### src/rtl/adder_share_arb.sv
// adder_share_arb: arbitrates NREQ requesters onto one shared adder through a two-stage
// operand/result pipeline. Define ADDER_SHARE_ARB_RR_EN for round-robin, else fixed priority.
module adder_share_arb #(
  parameter int NREQ  = 4,
  parameter int WIDTH = 32
) (
  input  logic                    clk,
  input  logic                    rst_n,
  input  logic                    stall,
  input  logic [NREQ-1:0]         req_valid,
  input  logic [NREQ*WIDTH-1:0]   req_a,
  input  logic [NREQ*WIDTH-1:0]   req_b,
  output logic [NREQ-1:0]         req_ready,
  output logic [WIDTH-1:0]        add_a,
  output logic [WIDTH-1:0]        add_b,
  input  logic [WIDTH-1:0]        add_y,
  output logic [NREQ-1:0]         resp_valid,
  output logic [$clog2(NREQ)-1:0] resp_id,
  output logic [WIDTH-1:0]        resp_sum
);

  localparam int IDW = $clog2(NREQ);

  // Handshake: a request is accepted in the cycle req_valid[i] && req_ready[i];
  // the requester holds req_valid/req_a/req_b stable until then or withdraws it.

  logic [IDW-1:0]   ptr;
  logic [IDW-1:0]   cand;
  logic [IDW-1:0]   grant_id;
  logic             grant_valid;
  logic             s1_valid;
  logic [IDW-1:0]   s1_id;
  logic [WIDTH-1:0] a_arr [NREQ];
  logic [WIDTH-1:0] b_arr [NREQ];

  for (genvar i = 0; i < NREQ; i++) begin : g_unpack
    assign a_arr[i] = req_a[i*WIDTH +: WIDTH];
    assign b_arr[i] = req_b[i*WIDTH +: WIDTH];
  end

  // Index arithmetic modulo NREQ, valid for non-power-of-two requester counts.
  function automatic logic [IDW-1:0] wrap_add(input logic [IDW-1:0] base, input int off);
    int s;
    s = int'(base) + off;
    if (s >= NREQ) s = s - NREQ;
    return IDW'(s);
  endfunction

  always_comb begin
    grant_valid = 1'b0;
    grant_id    = '0;
    cand        = '0;
    for (int k = 0; k < NREQ; k++) begin
      cand = wrap_add(ptr, k);
      if (!grant_valid && req_valid[cand]) begin
        grant_valid = 1'b1;
        grant_id    = cand;
      end
    end
    if (stall || !rst_n) begin
      grant_valid = 1'b0;
      grant_id    = '0;
    end
  end

  always_comb begin
    req_ready = '0;
    if (grant_valid) req_ready[grant_id] = 1'b1;
  end

`ifdef ADDER_SHARE_ARB_RR_EN
  always_ff @(posedge clk or negedge rst_n) begin
    if (!rst_n) begin
      ptr <= '0;
    end else if (grant_valid) begin
      ptr <= wrap_add(grant_id, 1);
    end
  end
`else
  assign ptr = '0;
`endif

  // Operand stage: the adder inputs only move on a grant, so idle cycles do not toggle them.
  always_ff @(posedge clk or negedge rst_n) begin
    if (!rst_n) begin
      s1_valid <= 1'b0;
      s1_id    <= '0;
      add_a    <= '0;
      add_b    <= '0;
    end else if (!stall) begin
      s1_valid <= grant_valid;
      if (grant_valid) begin
        s1_id <= grant_id;
        add_a <= a_arr[grant_id];
        add_b <= b_arr[grant_id];
      end
    end
  end

  always_ff @(posedge clk or negedge rst_n) begin
    if (!rst_n) begin
      resp_valid <= '0;
      resp_id    <= '0;
      resp_sum   <= '0;
    end else if (!stall) begin
      resp_sum   <= add_y;
      resp_id    <= s1_id;
      resp_valid <= s1_valid ? (NREQ'(1) << s1_id) : '0;
    end
  end

endmodule

### config.mk
export PLATFORM = sky130hd
export DESIGN_NAME = adder_share_arb
export DESIGN_NICKNAME = d
export VERILOG_FILES = /design/src/rtl/adder_share_arb.sv
export SDC_FILE = /design/constraint.sdc
export NUM_CORES = 1
export LEC_CHECK = 0
export CORE_AREA = 2 2 156 158
export DETAILED_ROUTE_END_ITERATION = 10
export DIE_AREA = 0 0 158 160
export PLACE_DENSITY = 0.62
export SYNTH_ARGS = -nofsm -noshare
export SYNTH_HDL_FRONTEND = slang
export SYNTH_SLANG_ARGS = --single-unit
### constraint.sdc
create_clock -name clk -period 1.5 [get_ports clk]
set_input_delay 0.225 -clock clk [delete_from_list [all_inputs] [get_ports clk]]
set_output_delay 0.225 -clock clk [all_outputs]
set_load 0.01 [all_outputs]
==> reports/results.ini <==
[final_layout]
layout-drive-gt1-share_pct = 18.6
antenna_cells = 0
layoutNonFillerInstCount = 1210
area_growth_synth_to_finish_pct = 94.6
final_instance_area_um2 = 10400
multi_input_comb_area_um2 = 2490
fillerInstances = 2344
final_net_count = 1176
layout.area.seq_um2 = 2630

[logic_synthesis]
synth_cells = 473
synthDistinctLibCells = 28
largest_family_of_logic_cells_by_synthesized_area = compound AO/OA/AOI/OAI gates
share_of_synthesized_flip_flops_with_an_asynchronous_set_or_reset_pct = 100
yosys.area.top_type_share_pct = 49.0
yosys.area.top_type = sky130_fd_sc_hd__dfrtp_1
synth-warning-count = 0
synth_top_cells_by_count = sky130_fd_sc_hd__dfrtp_1 (105), sky130_fd_sc_hd__nor2_1 (70), sky130_fd_sc_hd__a22oi_1 (68), sky130_fd_sc_hd__a31oi_1 (64), sky130_fd_sc_hd__a22oi_2 (60)
yosys.area_share.xor_xnor_pct = 0
synth_simple_gate_area_share_pct = 6.79
synthesis.area_um2 = 5360
synth-edff-count = 0
synth.most_common_cell = sky130_fd_sc_hd__dfrtp_1
synth_top_flop_cell = sky130_fd_sc_hd__dfrtp_1
synth.area.mux_share_pct = 6.72
synth_seq_cells = 105
dominant_cells_by_area_after_synthesis = sky130_fd_sc_hd__dfrtp_1 (49%), sky130_fd_sc_hd__a22oi_2 (14%), sky130_fd_sc_hd__a22oi_1 (9.5%), sky130_fd_sc_hd__a31oi_1 (7.5%), sky130_fd_sc_hd__mux2_2 (6.7%)
synth-compound-area-share_pct = 32.3
synth_fp_nets = 768
synth_seq_area_share_pct = 49.0
post_synth.cell_area_avg_um2 = 11.3
post_synth_fa_ha_maj_area_fraction_pct = 0

[placement]
port_buffers = 400
globalplace.congestion = 0.796
dp.cells = 1183
place_worst_setup_slack_ns = -0.493
placement.cell_area_um2 = 9860
dpl.hpwl_mm = 17.1

[setup_path]
timing.critical_path.mode_cell = sky130_fd_sc_hd__dlygate4sd2_1
crit_path_cell_trace = dlygate4sd2_1, nor2_2, and4b_2, dlygate4sd2_1
worst-endpoint-required_ns = 1.27
cp_capture_type = primary output
timing.critical_path.slowest_cell_delay_ns = 0.30
r2r.worst_path.cells = 4
maximum_fanout_along_the_worst_path = 4
worstPathArrival_ns = 1.23
cp-start-kind = input pin
worst_r2r_startpoint = s1_id[0]
crit_path_top_delay_cell = sky130_fd_sc_hd__dlygate4sd2_1
reg2reg_slack_ns = 0.63
timing.rr.end = s1_id[0]
worstSetupPathType = input pin to primary output

[clocking]
ctsLongestPathBuffers = 2
cts.hold.buffers_added = 0
cts_made_buffers = 9
cts_tree = built
cts.sink_count = 105
clock_root_cell = sky130_fd_sc_hd__clkbuf_16
htree_depth = 3
clock_pin_slew_on_the_worst_setup_and_hold_paths_ns = 0.09
insertion_delay_ns = 0.36

[sta]
hold_viol_final = 0
timing.fmax_ghz = 0.685
grt_setup_unrepaired = no
setup_viol_count_final = 0
max_slew_margin_pct = 35.8
fin_setup_tns_ns = 0
worstMarginPinSlew_ns = 0.963
final.min_clock_period_ns = 1.46
finalCritPeriodShare_pct = 97.3
hold_ws_ns = 0.0236
setup_slack_ns = 0.0410
fin_worst_skew_ns = 0.00665
slew_violations = 0

[die]
core_area_um2 = 23800
floorplan.die_area_um2 = 25300
start_util_pct = 22.5
fp-row-count = 57
die_h_um = 160
die_w_um = 158
io-pin-count = 401

[route]
via_count = 5654
drt_first_iter_violations = 328
drcViolationCount = 0
count_of_nets_left_with_antenna_violations_after_detail_routing = 0
vias_per_cell = 4.67
detailedRoute.firstPassIterationCount = 4
avgRoutedWirePerCell_um = 19.5
routed_wirelength_mm = 23.5

[job]
drv.max_cap_violation_count = 0

[grt]
total_track_usage_pct = 18.1
grt_pass1_vias = 5927
globalRoute.totalOverflow = 0
grt_start_max_net_pins = 72
wire_length_of_the_first_global_routing_pass_mm = 34.7
antenna_found_initial = 0

[power]
powerDensity_nw_per_um2 = 827
vdd_drop_max_mv = 0.642
power_leakage_nw = 4.27

[run_status]
result_of_the_run = completed

[worst_hold_path]
hold_class = input pin to async pin

worst max path at each step:
stage | from | end | slack [ns]
6_report | req_valid[1] | req_ready[3] | 0.04
5_1_grt | req_valid[1] | req_ready[3] | 0.02
4_1_cts | resp_sum[17] | resp_sum[17] | 0.001
3_5_place_dp | req_valid[1] | add_b[15] | -0.49
3_3_place_gp | req_valid[1] | req_ready[3] | -0.46
2_1_floorplan | stall | add_b[3] | 0.001
area by class of cell:
type,instances,share of cell area (%)
clock inverter,7,1.06
timing repair buffer,444,43.9
clock buffer,9,2.16
inverter,1,0.0360
tap,324,3.89
multi-input combinational,320,23.8
sequential,105,25.2
where the power goes:
group	internal, mW	leakage [nW]	switching (mW)	total [mW]
clock network	1.37	0.162	1.32	2.69
registers	3.21	1.20	0.199	3.41
logic	1.52	2.91	1.01	2.53
total	6.10	4.27	2.53	8.63
through the flow:
| stage | total power [mW] | util, % |
|---|---|---|
| 6_report | 8.63 | 43.8 |
| 5_1_grt | 9.05 | 43.8 |
| 4_1_cts | 8.79 | 43.5 |
| 3_5_place_dp | 6.17 | 41.4 |
| 3_3_place_gp | 6.14 | 41.4 |
| 2_1_floorplan | 4.29 | - |
cell usage in the layout, fill, tap and decap left out, types with 6 or more instances in the layout:
cell type,n
sky130_fd_sc_hd__a22oi_1,68
sky130_fd_sc_hd__a22oi_2,60
sky130_fd_sc_hd__a31oi_1,64
sky130_fd_sc_hd__buf_12,11
sky130_fd_sc_hd__buf_16,6
sky130_fd_sc_hd__buf_4,25
sky130_fd_sc_hd__clkbuf_16,9
sky130_fd_sc_hd__clkdlybuf4s50_1,288
sky130_fd_sc_hd__dfrtp_1,105
sky130_fd_sc_hd__dlygate4sd2_1,80
sky130_fd_sc_hd__dlymetal6s2s_1,27
sky130_fd_sc_hd__mux2_2,32
sky130_fd_sc_hd__nand2_1,7
sky130_fd_sc_hd__nor2_1,69
layer usage:
metal	wire [µm]	track usage (%)	part of all wire [%]	up-vias
met4	444	4.83	1.9	0
met5	0	0	0	-
met3	1780	4.67	7.6	27
met1	9550	22.1	41	2724
met2	11800	31.6	50	249
li1	-	-	-	2654
cells by family after synthesis:
| group | after synthesis |
|---|---|
| compound gates | 202 |
| flops | 105 |
| simple gates | 86 |
| buf+inv | 48 |
| mux | 32 |
registers in the layout, summed over array words and instances, names as in the netlist:
| signal | flops |
|---|---|
| add_a | 32 |
| resp_valid | 4 |
| resp_id | 2 |
| add_b | 32 |
| s1_valid | 1 |
| resp_sum | 32 |
| s1_id | 2 |
worst max-delay path: cells and delay by family:
family | cells | cell delay, ns
buffers and inverters | 2 | 0.59
and+or+nand+nor | 2 | 0.41
repair_timing:
action	in CTS	in global routing
pin swaps	3	0
setup endpoints to repair	142	27
gates cloned	6	0
buffers inserted	5	0
resized for setup	100	27
Note: power is estimated with default switching activity, not from simulation.
